### config.mk
export PLATFORM = sky130hd
export DESIGN_NAME = frame_addr_gen
export DESIGN_NICKNAME = d
export VERILOG_FILES = /design/src/rtl/frame_addr_gen_pkg.sv /design/src/rtl/frame_addr_gen_edge_det.sv /design/src/rtl/frame_addr_gen.sv
export SDC_FILE = /design/constraint.sdc
export NUM_CORES = 1
export LEC_CHECK = 0
export CORE_AREA = 8 8 92 94
export DETAILED_ROUTE_END_ITERATION = 16
export DIE_AREA = 0 0 100 102
export GPL_TIMING_DRIVEN = 0
export HOLD_SLACK_MARGIN = 0.08
export PLACE_DENSITY = 0.56
export SLEW_MARGIN = 20
export SYNTH_ARGS = -nofsm -noshare
export SYNTH_HDL_FRONTEND = slang
export SYNTH_SLANG_ARGS = --single-unit
### constraint.sdc
create_clock -name pclk -period 1.8 [get_ports pclk]
set_input_delay 0.27 -clock pclk [delete_from_list [all_inputs] [get_ports pclk]]
set_output_delay 0.27 -clock pclk [all_outputs]
set_load 0.01 [all_outputs]
### src/rtl/frame_addr_gen_pkg.sv
// Shared types and default geometry for the camera frame address generator.
package frame_addr_pkg;

    localparam int unsigned DEF_IMG_W  = 160;
    localparam int unsigned DEF_IMG_H  = 120;
    localparam int unsigned DEF_ADDR_W = 15;

    typedef enum logic [1:0] {
        IDLE   = 2'd0,
        SYNC   = 2'd1,
        ACTIVE = 2'd2,
        DONE   = 2'd3
    } state_e;

endpackage

### src/rtl/frame_addr_gen_edge_det.sv
// Registered rise/fall detector: compares the current input with its value one cycle earlier.
module edge_det (
    input  logic i_clk,
    input  logic i_rst,
    input  logic i_d,
    output logic o_rise,
    output logic o_fall
);

    logic r_prev;

    always_ff @(posedge i_clk) begin
        if (i_rst) begin
            r_prev <= 1'b0;
        end else begin
            r_prev <= i_d;
        end
    end

    assign o_rise = i_d & ~r_prev;
    assign o_fall = ~i_d & r_prev;

endmodule

### src/rtl/frame_addr_gen.sv
// Turns camera vsync/href/pixel strobes into frame-buffer write addresses and strobes.
// Optional double buffering is enabled by defining FRAME_ADDR_GEN_PINGPONG_EN.
module frame_addr_gen
    import frame_addr_pkg::*;
#(
    parameter int unsigned IMG_W      = DEF_IMG_W,
    parameter int unsigned IMG_H      = DEF_IMG_H,
    parameter int unsigned ADDR_W     = DEF_ADDR_W,
    parameter bit          CONTINUOUS = 1'b0
) (
    input  logic              pclk,
    input  logic              in_reset,
    input  logic              start,
    input  logic              vsync,
    input  logic              href,
    input  logic              pix_valid,
    output logic [ADDR_W-1:0] wr_addr,
    output logic              wr_en,
    output logic              buf_sel,
    output logic              busy,
    output logic              frame_done,
    output logic              line_err,
    output logic              frame_err
);

    localparam int unsigned COL_W = $clog2(IMG_W + 1);
    localparam int unsigned ROW_W = $clog2(IMG_H + 1);
    localparam logic [COL_W-1:0] COL_MAX  = COL_W'(IMG_W);
    localparam logic [ROW_W-1:0] ROW_LAST = ROW_W'(IMG_H - 1);

    if (ADDR_W < $clog2(IMG_W * IMG_H)) begin : g_addr_w_check
        $error("frame_addr_gen: ADDR_W too narrow for IMG_W*IMG_H");
    end

    state_e            r_state;
    logic [COL_W-1:0]  r_col;
    logic [ROW_W-1:0]  r_row;
    logic [ADDR_W-1:0] r_idx;
    logic [ADDR_W-1:0] r_wr_addr;
    logic              r_wr_en;
    logic              r_line_err;
    logic              r_frame_err;

    logic w_vs_rise;
    logic w_vs_fall;
    logic w_href_rise;
    logic w_href_fall;
    logic w_unused;

    edge_det u_vs_edge (
        .i_clk  (pclk),
        .i_rst  (in_reset),
        .i_d    (vsync),
        .o_rise (w_vs_rise),
        .o_fall (w_vs_fall)
    );

    edge_det u_href_edge (
        .i_clk  (pclk),
        .i_rst  (in_reset),
        .i_d    (href),
        .o_rise (w_href_rise),
        .o_fall (w_href_fall)
    );

    assign w_unused = w_href_rise;

    always_ff @(posedge pclk) begin
        if (in_reset) begin
            r_state     <= IDLE;
            r_col       <= '0;
            r_row       <= '0;
            r_idx       <= '0;
            r_wr_addr   <= '0;
            r_wr_en     <= 1'b0;
            r_line_err  <= 1'b0;
            r_frame_err <= 1'b0;
        end else begin
            r_wr_en <= 1'b0;
            unique case (r_state)
                IDLE: begin
                    if (start) begin
                        r_state     <= SYNC;
                        r_line_err  <= 1'b0;
                        r_frame_err <= 1'b0;
                    end
                end
                SYNC: begin
                    if (w_vs_fall) begin
                        r_state <= ACTIVE;
                        r_col   <= '0;
                        r_row   <= '0;
                        r_idx   <= '0;
                    end
                end
                ACTIVE: begin
                    if (href && pix_valid) begin
                        if (r_col < COL_MAX) begin
                            r_wr_en   <= 1'b1;
                            r_wr_addr <= r_idx;
                            r_idx     <= r_idx + 1'b1;
                            r_col     <= r_col + 1'b1;
                        end else begin
                            r_line_err <= 1'b1;
                        end
                    end
                    // Line close wins over a coincident vsync rise on the final line.
                    if (w_href_fall && (r_col != '0)) begin
                        r_row <= r_row + 1'b1;
                        r_col <= '0;
                        if (r_col != COL_MAX) begin
                            r_line_err <= 1'b1;
                        end
                        if (r_row == ROW_LAST) begin
                            r_state <= DONE;
                        end else if (w_vs_rise) begin
                            r_frame_err <= 1'b1;
                            r_state     <= SYNC;
                        end
                    end else if (w_vs_rise) begin
                        r_frame_err <= 1'b1;
                        r_state     <= SYNC;
                    end
                end
                DONE: begin
                    r_state <= CONTINUOUS ? SYNC : IDLE;
                end
                default: begin
                    r_state <= IDLE;
                end
            endcase
        end
    end

`ifdef FRAME_ADDR_GEN_PINGPONG_EN
    logic r_buf_sel;

    always_ff @(posedge pclk) begin
        if (in_reset) begin
            r_buf_sel <= 1'b0;
        end else if (r_state == DONE) begin
            r_buf_sel <= ~r_buf_sel;
        end
    end

    assign buf_sel = r_buf_sel;
`else
    assign buf_sel = 1'b0;
`endif

    assign wr_addr    = r_wr_addr;
    assign wr_en      = r_wr_en;
    assign busy       = (r_state != IDLE);
    assign frame_done = (r_state == DONE);
    assign line_err   = r_line_err;
    assign frame_err  = r_frame_err;

endmodule

==> results.md <==
* Leakage at 1.05 nW
* Net Switching at 0.000492 W
* Top cells by area, synth: dfxtp_1 (43%), nand2_1 (7.5%), a21oi_1 (7.1%)
* Drt first pass iters at 5
* Tightest Pin Transition at 500 ps
* Post-DP HPWL at 4570 um
* Sequential share of power at 58.7%
* Worst-Skew Late Latency at 310 ps
* Antenna violations before repair at 0
* Final setup skew at 10.9 ps
* Post-synthesis simple-gate area fraction at 29.4%
* Most numerous cell in the Yosys netlist: dfxtp_1
* Layout Nets at 341
* Synth unique cells at 43
* Slack of the worst reg-to-reg path at 40 ps
* Count of pins over their slew limit at 0
* Dpl cells at 415
* Mapped Area at 2400 sq um
* Switching share of power at 25.0%
* Max-cap violations at 0
* Yosys warns at 0
* Crit share post-route at 98.0%
* # DRC at 0
* CP startpoint kind: register
* CTS clk-pin slew, worst paths at 100 ps
* CTS tree: built
* Net count after synthesis at 301
* I/O pins at 27
* First-pass GRT wire length at 10,700 um
* Clock sinks at 52
* Compound-Gate Fraction of Synth Area at 19.0%
* Max Fanout on Critical Path at 6
* Vias in the first global route at 2,205
* Initial Util at 34.0%
* Cts bufs inserted at 5
* Num rows at 31
* EDFF count, synth at 0
* Worst Setup Slack post-DPL at -562 ps
* Yosys top cell area share at 43.4%
* PwrDens at 641 nW/um^2
* Seq/Total Area, Yosys at 43.4%
* CP endpoint kind: register
* Fillers at 755
* Die area at 10,200 sq um
* Via density per instance at 5.31
* Die Wd at 100 um
* Ratio of cells with drive above 1 in the final layout at 17.2%
* Share of total power in combinational logic at 5.1%
* Adder-cell share of the synthesized area at 2.09%
* Post-synth top area cell: dfxtp_1
* Worst Hold Class: in2reg
* Peak Freq at 0.567 GHz
* Syn Area/Cell at 8.25 sq um
* GP Congestion at 0.843
* Die Ht at 102 um
* DR iter-0 viols at 103
* Hold Slack at 407 ps
* Total chip power at 0.00197 W
* Fin worst setup slack at 35.7 ps
* Largest net degree at the start of global routing at 19
* Vias at 2,290
* Clk pwr share at 36.2%
* Final worst path period need at 1760 ps
* Xor and xnor area share after synthesis at 1.46%
* ANT cells at 0
* Status: complete, no violations
* Asr flop ratio synth at 0%
* Kind of critical path: reg2reg
* Worst vdd ir at 0.316 mV
* Crit path DAT at 1980 ps
* CTS Root Cell: clkbuf_8
* CORE AREA at 7060 sq um
* Combinational family with the most area after synthesis: simple AND/OR/NAND/NOR gates
* Setup violations, final at 0
* Int Pwr at 0.00148 W
* Final non-filler cell total at 431
* GRT Total Usage at 12.9%
* #FFs+latches synth at 52
* Mux contribution to synthesized area at 0.834%
* Ys flop type: dfxtp_1
* Area growth from synthesis to layout at 28.1%
* Global route overflow at 0
* Htree depth at 2
* DRT Wirelength at 6540 um
* Port bufs at 25
* CP required at 2020 ps
* DP Area at 2780 sq um
* Maximum clock path buffer count at 2
* Worst slew margin at 66.7%
* Post-route cell area at 3070 sq um
* Synthesized instance count at 291
* Drt wl/cell at 15.2 um
* Commonest cells post-synth: dfxtp_1 (52), nand2_1 (48), a21oi_1 (34)
* Routed Antenna Nets at 0
* Final Hold Viols at 0
[sequential cells by signal, indices dropped and copies added, names as in the netlist]
name                flops
u_vs_edge.r_prev        1
r_state                 2
r_idx                  15
line_err                1
r_row                   7
wr_addr                15
wr_en                   1
frame_err               1
r_col                   8
u_href_edge.r_prev      1
[worst paths after layout]
path / start / to / cells past startpoint
worst max-delay path: r_col[0] / r_row[0] / 7
worst min-delay path: vsync / r_state[1] / 2
worst max register to register: r_col[0] / r_row[0] / 7
worst min register to register: wr_addr[1] / wr_addr[1] / 2
[power by group through the flow]
| stage | logic, W | registers [W] | clock network (W) |
|---|---|---|---|
| after global placement | 0.0000958 | 0.00118 | 0 |
| after CTS | 0.0000992 | 0.00116 | 0.000742 |
| final | 0.000101 | 0.00116 | 0.000714 |
| after floorplan | 0.0000552 | 0.00118 | 0 |
| after global routing | 0.000113 | 0.00116 | 0.000772 |
| after detailed placement | 0.0000960 | 0.00118 | 0 |
[metal layers]
layer / share of wire [%] / vias to the layer above / global-route usage, %
met3: 5.0 / 6 / 2.86
met2: 48 / 53 / 23.0
met5: 0 / - / 0
met1: 46 / 1081 / 15.4
li1: - / 1150 / -
met4: 0.61 / 0 / 3.14
[cell families after synthesis]
logic type               count (synthesis)
AND/OR/NAND/NOR                        133
XOR/XNOR                                 4
flip-flops                              52
other                                    1
multiplexers                             2
AO/OA/AOI/OAI                           74
buffers and inverters                   21
adder cells (fa/ha/maj)                  4
[worst max-delay path, stage by stage (launching register included)]
cell     delay [ps]
dfxtp_4         350
inv_2            60
ha_4            120
or4b_4          510
o21ai_4         280
buf_6           160
nor2_2           30
o21a_1          160
[layout by cell type (no fill, tap or decap), drive strengths merged, types with 3 or more instances in the layout]
cell type      count
clkdlybuf4s50     21
inv                7
and2               3
nand3             16
nor3               5
or4               10
a21oi             34
xor2               3
clkbuf            13
buf               16
a31oi              4
or3                9
nand4              4
ha                 4
nor2b              5
o31ai              8
nor2              16
o211ai             5
and4               5
o21ai             12
dfxtp             52
nand2             48
[area by class of cell]
cell class,count,area (sq um),area share [%]
Buffer,13,81.3,2.65
Inverter,5,18.8,0.611
Clock buffer,5,68.8,2.24
Clock inverter,3,26.3,0.855
Tap cell,99,124,4.03
Timing Repair Buffer,36,343,11.2
Sequential cell,52,1050,34.3
Multi-Input combinational cell,218,1360,44.2
[stage by stage]
stage	TNS, ps	utilization [%]
5_1_grt	-36.9	43.5
4_1_cts	-31.4	42.0
6_report	0	43.5
3_3_place_gp	-17410	39.3
3_5_place_dp	-18010	39.3
2_1_floorplan	0	-
[what timing repair did]
| item | 4_1_cts | 5_1_grt |
|---|---|---|
| pin swaps | 3 | 7 |
| hold buffers | 0 | 0 |
| endpoints found under the setup margin | 38 | 27 |
| buffers inserted | 3 | 8 |
| gates resized for setup | 30 | 25 |
| endpoints found under the hold margin | 0 | 0 |
(Power assumes the default switching activity.)
